`config.mk`:
```
export PLATFORM = sky130hd
export DESIGN_NAME = prio_encoder_rr
export DESIGN_NICKNAME = d
export VERILOG_FILES = /design/src/rtl/prio_enc_pkg.sv /design/src/rtl/prio_scan.sv /design/src/rtl/prio_encoder_rr.sv
export SDC_FILE = /design/constraint.sdc
export NUM_CORES = 1
export LEC_CHECK = 0
export ABC_AREA = 1
export CORE_MARGIN = 3
export CORE_UTILIZATION = 63
export CTS_CLUSTER_SIZE = 10
export DETAILED_ROUTE_END_ITERATION = 8
export DONT_BUFFER_PORTS = 1
export PLACE_DENSITY = 0.88
export SYNTH_ARGS = -nofsm -noshare
export SYNTH_HDL_FRONTEND = slang
export SYNTH_HIERARCHICAL = 1
export SYNTH_SLANG_ARGS = --single-unit
export TNS_END_PERCENT = 30
```
`constraint.sdc`:
```
create_clock -name clk -period 2.2 [get_ports clk]
set_input_delay 0.66 -clock clk [delete_from_list [all_inputs] [get_ports clk]]
set_output_delay 0.66 -clock clk [all_outputs]
set_load 0.05 [all_outputs]
```
`src/rtl/prio_enc_pkg.sv`:
```
// Shared constants and helpers for the registered priority encoder and its scan stage.
package prio_enc_pkg;

    localparam int MODE_FIXED = 0;
    localparam int MODE_RR    = 1;

    // Index width that never collapses to zero, so N=2 still gets a 1-bit index.
    function automatic int clog2_min1(input int n);
        return (n <= 2) ? 1 : $clog2(n);
    endfunction

endpackage

```
`src/rtl/prio_scan.sv`:
```
// Combinational circular scan: first set request at or below start, descending and wrapping to N-1.
module prio_scan
    import prio_enc_pkg::*;
#(
    parameter int N = 8,
    parameter int W = clog2_min1(N)
) (
    input  logic [N-1:0] req,
    input  logic [W-1:0] start,
    output logic [W-1:0] first,
    output logic         any
);

    logic [W-1:0] pos;

    // NOTE: every variable written here gets a default first, so no path can infer a latch.
    always_comb begin
        first = '0;
        any   = 1'b0;
        pos   = start;
        for (int i = 0; i < N; i++) begin
            if (!any && req[pos]) begin
                first = pos;
                any   = 1'b1;
            end
            // Wrap to the last real line, not to 2^W-1, so non-power-of-two N stays in range.
            pos = (pos == '0) ? W'(N - 1) : pos - W'(1);
        end
    end

endmodule

```
`src/rtl/prio_encoder_rr.sv`:
```
// Registered N-to-log2(N) priority encoder with valid/ready on both sides and optional round-robin.
module prio_encoder_rr
    import prio_enc_pkg::*;
#(
    parameter  int N    = 8,
    parameter  int MODE = MODE_FIXED,
    localparam int W    = clog2_min1(N)
) (
    input  logic         clk,
    input  logic         rst,
    input  logic [N-1:0] req,
    input  logic         req_valid,
    output logic         req_ready,
    output logic [W-1:0] idx,
    output logic         none,
    output logic         idx_valid,
    input  logic         idx_ready
);

    logic [W-1:0] ptr;
    logic [W-1:0] scan_start;
    logic [W-1:0] grant;
    logic         grant_any;
    logic         in_xfer;

    // Ready while reset is held too; the register ignores the input in that cycle anyway.
    assign req_ready  = rst | ~idx_valid | idx_ready;
    assign in_xfer    = req_valid & req_ready;
    assign scan_start = (MODE == MODE_RR) ? ptr : W'(N - 1);

    prio_scan #(
        .N (N),
        .W (W)
    ) u_scan (
        .req   (req),
        .start (scan_start),
        .first (grant),
        .any   (grant_any)
    );

    // NOTE: all state here uses non-blocking assignments so every register samples pre-edge values.
    always_ff @(posedge clk) begin
        if (rst) begin
            idx_valid <= 1'b0;
            idx       <= '0;
            none      <= 1'b0;
            ptr       <= W'(N - 1);
        end else if (in_xfer) begin
            idx       <= grant;
            none      <= ~grant_any;
            idx_valid <= 1'b1;
            // The winner drops to lowest priority; an all-zero request leaves the pointer alone.
            if (MODE == MODE_RR && grant_any)
                ptr <= (grant == '0) ? W'(N - 1) : grant - W'(1);
        end else if (idx_valid && idx_ready) begin
            idx_valid <= 1'b0;
        end
    end

endmodule

```
After elaboration in Yosys (flattened, before gate mapping)

Cells that the tools add are included.

Register bits after elaboration: 5
Input port bits: 12
Output and inout port bits: 6
Logic and storage cells: 42

Mux-type cells: 18
Bitwise operators: 5
Reduce and logical (&&, ||, !) cells: 16

Operators by type and width:

| cell                | count |
|---|---|
| $mux W3             | 8 |
| $mux W1             | 10 |
| $logic_and A1 B1 Y1 | 8 |
| $logic_not A1 Y1    | 7 |
| $not A1 Y1          | 2 |
| $or A1 B1 Y1        | 2 |
| $reduce_bool A2 Y1  | 1 |
| $and A1 B1 Y1       | 1 |

Longest topological paths before layout

Gate-level depths: netlist (run 1).

Depth in word-level cells: 23
Gate-level depth with buffers: 28
Mapped depth without buffers: 26

Cells and area by module

Netlist (run 1), hierarchy kept.

By module, submodules not included:

| module          | times used | cells an instance | area each (um2) | seq. area each (um2) |
|---|---|---|---|---|
| prio_scan       | 1          | 220               | 1191.1          | 0.0 |
| prio_encoder_rr | 1          | 31                | 224.0           | 100.1 |

Worst setup path before layout (run 1)

No wires, ideal clock.

Kind: in2reg
From: input port req[7]
To: register idx[0]
Library setup time: 0.064 ns
Arrival time: 1.971 ns
Path slack: 0.165 ns
Cell stages on the path: 19
Cells stage by stage: inv_1 nand2_1 o211ai_1 nand2_1 nand2_1 nand2_1 nor2_4 nand3_2 nor2_4 inv_1 nor2_2 nand3_1 nand2_1 inv_1 nand2_1 inv_1 nand3_1 nand2_1 nor2_1

Word-level cells in the longest chain between the ends: 22
Elaborated cells between the ends (all ways): 29
Those cells by class: 15 x mux; 14 x reduce/logical

Ends and longest elaborated chain:

| item                 | line                  | RTL |
|---|---|---|
| from (decl)          | prio_encoder_rr.sv:11 | `input logic [N-1:0] req,` |
| $mux W1              | prio_scan.sv:22       | `if (!any && req[pos]) begin` |
| $logic_not A1 Y1     | prio_scan.sv:22       |  |
| $logic_and A1 B1 Y1  | prio_scan.sv:22       |  |
| $mux W1              | prio_scan.sv:22       |  |
| $logic_not A1 Y1     | prio_scan.sv:22       |  |
| $logic_and A1 B1 Y1  | prio_scan.sv:22       |  |
| $mux W1              | prio_scan.sv:22       |  |
| $logic_not A1 Y1     | prio_scan.sv:22       |  |
| (+7 left out)        | --                    |  |
| $mux W1              | prio_scan.sv:22       |  |
| $logic_not A1 Y1     | prio_scan.sv:22       |  |
| $logic_and A1 B1 Y1  | prio_scan.sv:22       |  |
| $mux W1              | prio_scan.sv:22       |  |
| $logic_not A1 Y1     | prio_scan.sv:22       |  |
| $logic_and A1 B1 Y1  | prio_scan.sv:22       |  |
| $mux W3 (*)          | prio_scan.sv:22       |  |
| via grant[0]         | prio_encoder_rr.sv:22 | `logic [W-1:0] grant;` |
| to (signal assigned) | prio_encoder_rr.sv:49 | `idx <= grant;` |
| to (decl)            | prio_encoder_rr.sv:14 | `output logic [W-1:0] idx,` |

Mark *: on every way through the listed nets, which the timed path passes. The rest lies on a longest branch.
A chain may end at the register's enable or synchronous reset.

Worst setup path after layout (run 1)

Same ends and word-level chain as after synthesis.

==> qor.yml, run 1 <==
postCtsHoldBufs: 0
rsz0062_at_grt: "no"
drv_cap: 0
cts_setup_buffers: 0
r2r-start: "idx_valid$_SDFFE_PP0P_"
p_seq_share_pct: 17.6
worst_slew_pin_slew_ns: 0.526
ys.flop_type: "dfxtp_1"
gp_congestion: 0.904
syn_area_mm2: 0.00142
num_antenna_cells: 0
wl_um: 3480
arrival_ns: 2.13
status: "finished, final reports clean"
io_pins: 18
cts_tree: "yes"
critical_path.cell_chain: "inv_1, nand2_1, o211ai_1, nand2_1, nand2_1, nand2_1, nor2_4, nand3_2, nor2_4, inv_1, nor2_2, nand3_1, nand2_1, inv_1, nand2_1, inv_1, nand3_1, nand2_1, nor2_1"
max_slew_margin_pct: 64.9
fin_tns_setup_ns: 0
critPathTopFamily: "simple AND/OR/NAND/NOR gates"
synth_area_leaders: "nand3_1 (21%), nand2_1 (15%), inv_1 (8.8%)"
coreArea_mm2: 0.00204
regArea_um2: 100
switching_share_pct: 55.1
finalMaxSlewViolations: 0
clockPowerShare_pct: 14.3
final_util_pct: 73.0
clk_latency_ns: 0.25
ys_seq_elements: 5
synth_cell_types: 28
die_x_um: 53.4
yosysMostFrequentCell: "nand3_1"
grt_pass1_wl_um: 5850
ff2ff_path_depth: 3
synth_commonest_cells: "nand3_1 (58), nand2_1 (56), inv_1 (33), nor2_1 (23)"
initial_core_util_pct: 69.3
gr-total-overflow: 0
cp_max_fo: 4
cts_sinks: 5
cts_root_buffer: "clkbuf_4"
antenna_found_initial: 0
drc: 0
hold_viol: 0
synth_cells: 251
syn_area_per_cell_um2: 5.64
drt_iter0_markers: 99
leakagePower_uw: 0.000847
ir_worst_vdd_uv: 515
critPathBufInv: 4
cpMostUsedCell: "nand2_1"
critPathLaunch: "req[7]"
rows: 16
wl_per_cell_um: 12.1
fin_area_mm2: 0.00149
cp-end-kind: "flop"
timing.rr.end: "idx[0]$_SDFFE_PP0P_"
hold_class: "primary input to flop"
fin_crit_sh_pct: 88.6
nFillCells: 194
portBuffers: 0
powerDensity_mw_per_mm2: 506
synth_top_area_cell: "nand3_1"
multi_input_area_mm2: 0.00117
synth_warnings: 6
numCtsBuffers: 3
cts_resized: 0
clkTransAtPathRegs_ns: 0.05
cts_max_level: 1
synth_edf_count: 0
critPathSlowestCell: "nor2_4"
dp_hpwl_um: 2770
grt_use_total_pct: 27.4
ant_nets: 0
syn_to_final_growth_pct: 5.31
power.internal_uw: 338
worst-path-stages: 19
finClkSkew_ns: 0.00807
fin_crit_ns: 1.95
nets: 282
setup_viol: 0
die_h_um: 53.4
viasPerCell: 5.55
grt_max_degree: 19
p_sw_uw: 416
die-area_mm2: 0.00285
required_ns: 2.38
total_power_uw: 754
placed_area_mm2: 0.00146
ys_async_sr_fraction_pct: 0
clock_path_buffers: 2
grt_pass1_vias: 1392
via_count: 1598
cp-start-kind: "primary input"
yosysTopAreaCellShare_pct: 20.5
fmax_mhz: 513
path_class: "primary input to flop"
rrSetupSlack_ns: 1.21
crit_end: "idx[0]$_SDFFE_PP0P_"
drt_pre_antenna_iters: 5
cp_slowest_stage_delay_ns: 0.16
power_frac_comb_pct: 68.1
final_layout_size_suffix_gt1_share_pct: 15.7
synth.yosys.seq_area_share_pct: 7.07
-- per-layer routing --
| layer | vias up | routed length, um | GRT usage, % |
|---|---|---|---|
| met5 | - | 0 | 0 |
| met4 | 0 | 0 | 2.55 |
| met3 | 0 | 358 | 5.35 |
| met2 | 65 | 1550 | 44.5 |
| met1 | 700 | 1570 | 38.2 |
| li1 | 833 | - | - |
-- power by group through the flow --
stage	Clock, uW	Combinational (uW)	Sequential [uW]
6_report	108	513	132
5_1_grt	116	577	133
4_1_cts	111	458	132
3_5_place_dp	0	457	134
3_3_place_gp	0	452	134
2_1_floorplan	0	419	138
-- kinds of logic (layout without fill, tap and decap cells) --
kind of cell             after synthesis  after routing  synth area share, %
AND/OR/NAND/NOR                      171            171                 62.7
buffers and inverters                 41             43                 12.5
AO/OA/AOI/OAI                         25             25                 10.4
adder cells (fa/ha/maj)                8              8                 7.07
flip-flops                             5              5                 7.07
other                                  1              9                0.265
-- area by class of cell --
| type | instances | area share, % |
|---|---|---|
| multi-input combinational | 213 | 78.6 |
| inverter | 36 | 9.15 |
| sequential | 5 | 6.72 |
| tap | 27 | 2.27 |
| clock buffer | 4 | 1.76 |
| timing repair buffer | 3 | 1.51 |
-- sequential cells by signal, summed over array words and instances, names as in the netlist --
name / flops
none: 1
idx_valid: 1
idx: 3
-- stage by stage --
| step | cells | hold slack, ns | setup WS [ns] |
|---|---|---|---|
| 6_report | 288 | 0.554 | 0.251 |
| 5_1_grt | 288 | 0.559 | 0.0223 |
| 4_1_cts | 288 | 0.550 | 0.255 |
| 3_5_place_dp | 284 | 0.690 | 0.0105 |
| 3_3_place_gp | 284 | 0.672 | 0.0561 |
| 2_1_floorplan | 259 | 0.728 | 0.165 |
-- how the worst min path moves through the flow --
stage / from / endpoint / slack, ns / cells after the start
after global routing: req_valid / idx_valid$_SDFFE_PP0P_ / 0.56 / 2
after detailed placement: idx_valid$_SDFFE_PP0P_ / idx_valid$_SDFFE_PP0P_ / 0.69 / 2
after floorplan: idx[0]$_SDFFE_PP0P_ / idx[0]$_SDFFE_PP0P_ / 0.73 / 2
final: req_valid / idx_valid$_SDFFE_PP0P_ / 0.55 / 2
after CTS: req_valid / idx_valid$_SDFFE_PP0P_ / 0.55 / 2
after global placement: idx_valid$_SDFFE_PP0P_ / idx_valid$_SDFFE_PP0P_ / 0.67 / 2
-- cells in the final DEF (no fill, tap or decap), drive strengths merged --
cell    synthesis  routed
nand2          70      70
nand3          69      69
inv            35      35
nor2           27      27
a21oi          12      12
o21ai          10      10
conb            1       9
ha              8       8
dfxtp           5       5
clkbuf          0       4
buf             5       3
nand3b          3       3
o211ai          2       2
clkinv          1       1
o21bai          1       1
and2            1       1
nand4           1       1
Power figures use the tool's default switching activity.
==> run 2: changes to the inputs <==
CORE_ASPECT_RATIO = 2   (was not set)
CORE_UTILIZATION = 53   (was 63)
MAX_ROUTING_LAYER = met4   (was not set)
PLACE_DENSITY = 0.77   (was 0.88)
==> run 2 against run 1 <==
Net effect: via count rose by 0.94%; clock power rose by 66%; total power rose by 9.5%; design area rose by 2.4%; count of clock-buffer cells in the layout did not move; first-iteration DRC count fell by 56%; cell count rose by 0.69%; combinational power barely moved; non-clock buffer count rose by 2; critical path depth fell by 1; register-to-register slack barely moved; worst setup slack improved by 0.035 ns; largest cell class unchanged; largest power group unchanged; highest routed layer is now met4.
==> qor.yml, run 2 (synthesized netlist as in run 1, its figures left out) <==
status: "finished, final reports clean"  # unchanged
nets: 284  # was 282
worst_slack_ns: 0.286  # was 0.251 ns
final_layout_size_suffix_gt1_share_pct: 16.7  # was 15.7%
cts_tree: "yes"  # unchanged
cp_max_fo: 4  # unchanged
final_common_cell: "nand3_1"  # unchanged
finalMaxSlewViolations: 0  # unchanged
fin_crit_sh_pct: 87.0  # was 88.6%
via_count: 1613  # was 1,598
io_pins: 18  # unchanged
fin_area_mm2: 0.00153  # was 0.00149 mm2
setup_viol: 0  # unchanged
cts_root_buffer: "clkbuf_8"  # was clkbuf_4
cts_max_level: 1  # unchanged
powerDensity_mw_per_mm2: 541  # was 506 mW/mm2
clk_latency_ns: 0.23  # was 0.25 ns
grt_max_degree: 19  # unchanged
hold_viol: 0  # unchanged
total_power_uw: 825  # was 754 uW
fin_crit_ns: 1.91  # was 1.95 ns
ir_worst_vdd_uv: 232  # was 515 uV
critPathSlowestCell: "nand2_1"  # was nor2_4
cts_sinks: 5  # unchanged
top_register: "idx"  # unchanged
critPathLaunch: "req[5]"  # was req[7]
final_util_pct: 62.6  # was 73.0%
critPathTopFamily: "simple AND/OR/NAND/NOR gates"  # unchanged
die_h_um: 79.1  # was 53.4 um
ant_nets: 0  # unchanged
dp_hpwl_um: 3010  # was 2770 um
cp-start-kind: "primary input"  # unchanged
min_from: "req_valid"  # unchanged
finClkSkew_ns: 0.00113  # was 0.00807 ns
wl_per_cell_um: 12.2  # was 12.1 um
arrival_ns: 2.03  # was 2.13 ns
cp-end-kind: "flop"  # unchanged
cp_slowest_stage_delay_ns: 0.13  # was 0.16 ns
initial_core_util_pct: 58.0  # was 69.3%
coreArea_mm2: 0.00244  # was 0.00204 mm2
drt_pre_antenna_iters: 5  # unchanged
hold_class: "primary input to flop"  # unchanged
grt_use_total_pct: 24.4  # was 27.4%
worst_slew_pin_slew_ns: 0.507  # was 0.526 ns
die_x_um: 42.5  # was 53.4 um
placed_area_mm2: 0.00147  # was 0.00146 mm2
num_antenna_cells: 0  # unchanged
place_ws_ns: -0.0282  # was 0.0105 ns
clkTransAtPathRegs_ns: 0.04  # was 0.05 ns
required_ns: 2.32  # was 2.38 ns
drc: 0  # unchanged
clock_path_buffers: 2  # unchanged
drt_iter0_markers: 44  # was 99
leakagePower_uw: 0.000866  # was 0.000847 uW
r2r-start: "idx_valid$_SDFFE_PP0P_"  # unchanged
syn_to_final_growth_pct: 7.87  # was 5.31%
fmax_mhz: 523  # was 513 MHz
wl_um: 3530  # was 3480 um
whs_ns: 0.549  # was 0.554 ns
gr-total-overflow: 0  # unchanged
grt_pass1_wl_um: 6330  # was 5850 um
gp_congestion: 0.969  # was 0.904
grt_pass1_vias: 1582  # was 1,392
viasPerCell: 5.56  # was 5.55
rows: 25  # was 16
numCtsBuffers: 3  # unchanged
reg.largest.list: "idx: 3 flops, idx_valid: 1 flops, none: 1 flops"  # unchanged
critPathBufInv: 4  # unchanged
path_class: "primary input to flop"  # unchanged
drv_cap: 0  # unchanged
critical_path.cell_chain: "inv_1, nand3_1, nand3_1, nand3_1, nand2_1, inv_1, nand2_1, nor2_1, nor2_1, nand3_1, nor2_1, nand2_1, inv_1, nand2_1, inv_1, nand3_1, nand2_1, nor2_1"  # was inv_1, nand2_1, o211ai_1, nand2_1, nand2_1, nand2_1, nor2_4, nand3_2, nor2_4, inv_1, nor2_2, nand3_1, nand2_1, inv_1, nand2_1, inv_1, nand3_1, nand2_1, nor2_1
largest_reg_flops: 3  # unchanged
antenna_found_initial: 0  # unchanged
die-area_mm2: 0.00336  # was 0.00285 mm2
layout_common_cells: "nand3_1 (58), nand2_1 (54), inv_1 (33), nor2_1 (23), nand2_2 (12)"  # was nand3_1 (58), nand2_1 (56), inv_1 (33), nor2_1 (22)
portBuffers: 0  # unchanged
max_slew_margin_pct: 66.1  # was 64.9%
rsz0062_at_grt: "no"  # unchanged
postCtsHoldBufs: 0  # unchanged
## run 2: final timing paths
kind | cells after the start | slack, ns | end
hold reg to reg | 2 | 0.68 | idx_valid$_SDFFE_PP0P_
setup / recovery | 18 | 0.29 | idx[0]$_SDFFE_PP0P_
hold / removal | 2 | 0.55 | idx_valid$_SDFFE_PP0P_
setup reg to reg | 3 | 1.22 | idx[1]$_SDFFE_PP0P_
## run 2: final cells by class
type / count / area [um2]
Sequential cell: 5 / 100
Clock buffer: 4 / 45.0
Timing Repair Buffer: 5 / 37.5
Fill cell: 271 / 913
Inverter: 36 / 136
Multi-Input combinational cell: 213 / 1170
Tap cell: 27 / 33.8
## run 2: per-layer routing
metal	track usage (%)	vias to the layer above	routed length, um
met4	17.1	0	184
li1	-	839	-
met3	3.17	19	130
met1	22.1	705	1240
met2	44.8	50	1980
met5	-	-	0
## run 2: per-stage QoR
stage	setup TNS [ns]	instances
floorplan	0	259
global placement	-0.00501	285
detailed placement	-0.0282	285
CTS	0	289
global route	0	290
finish	0	290
## run 2: repair_timing
item                       in CTS  in global routing
setup buffers                   0                  1
setup endpoints to repair       0                  2
hold endpoints to repair        0                  0
gates resized for setup         0                  2
## run 2: report_power, final
| group | internal, uW | total [uW] | switching, uW |
|---|---|---|---|
| clock network | 125 | 179 | 53.7 |
| logic | 173 | 514 | 341 |
| registers | 100 | 132 | 31.9 |
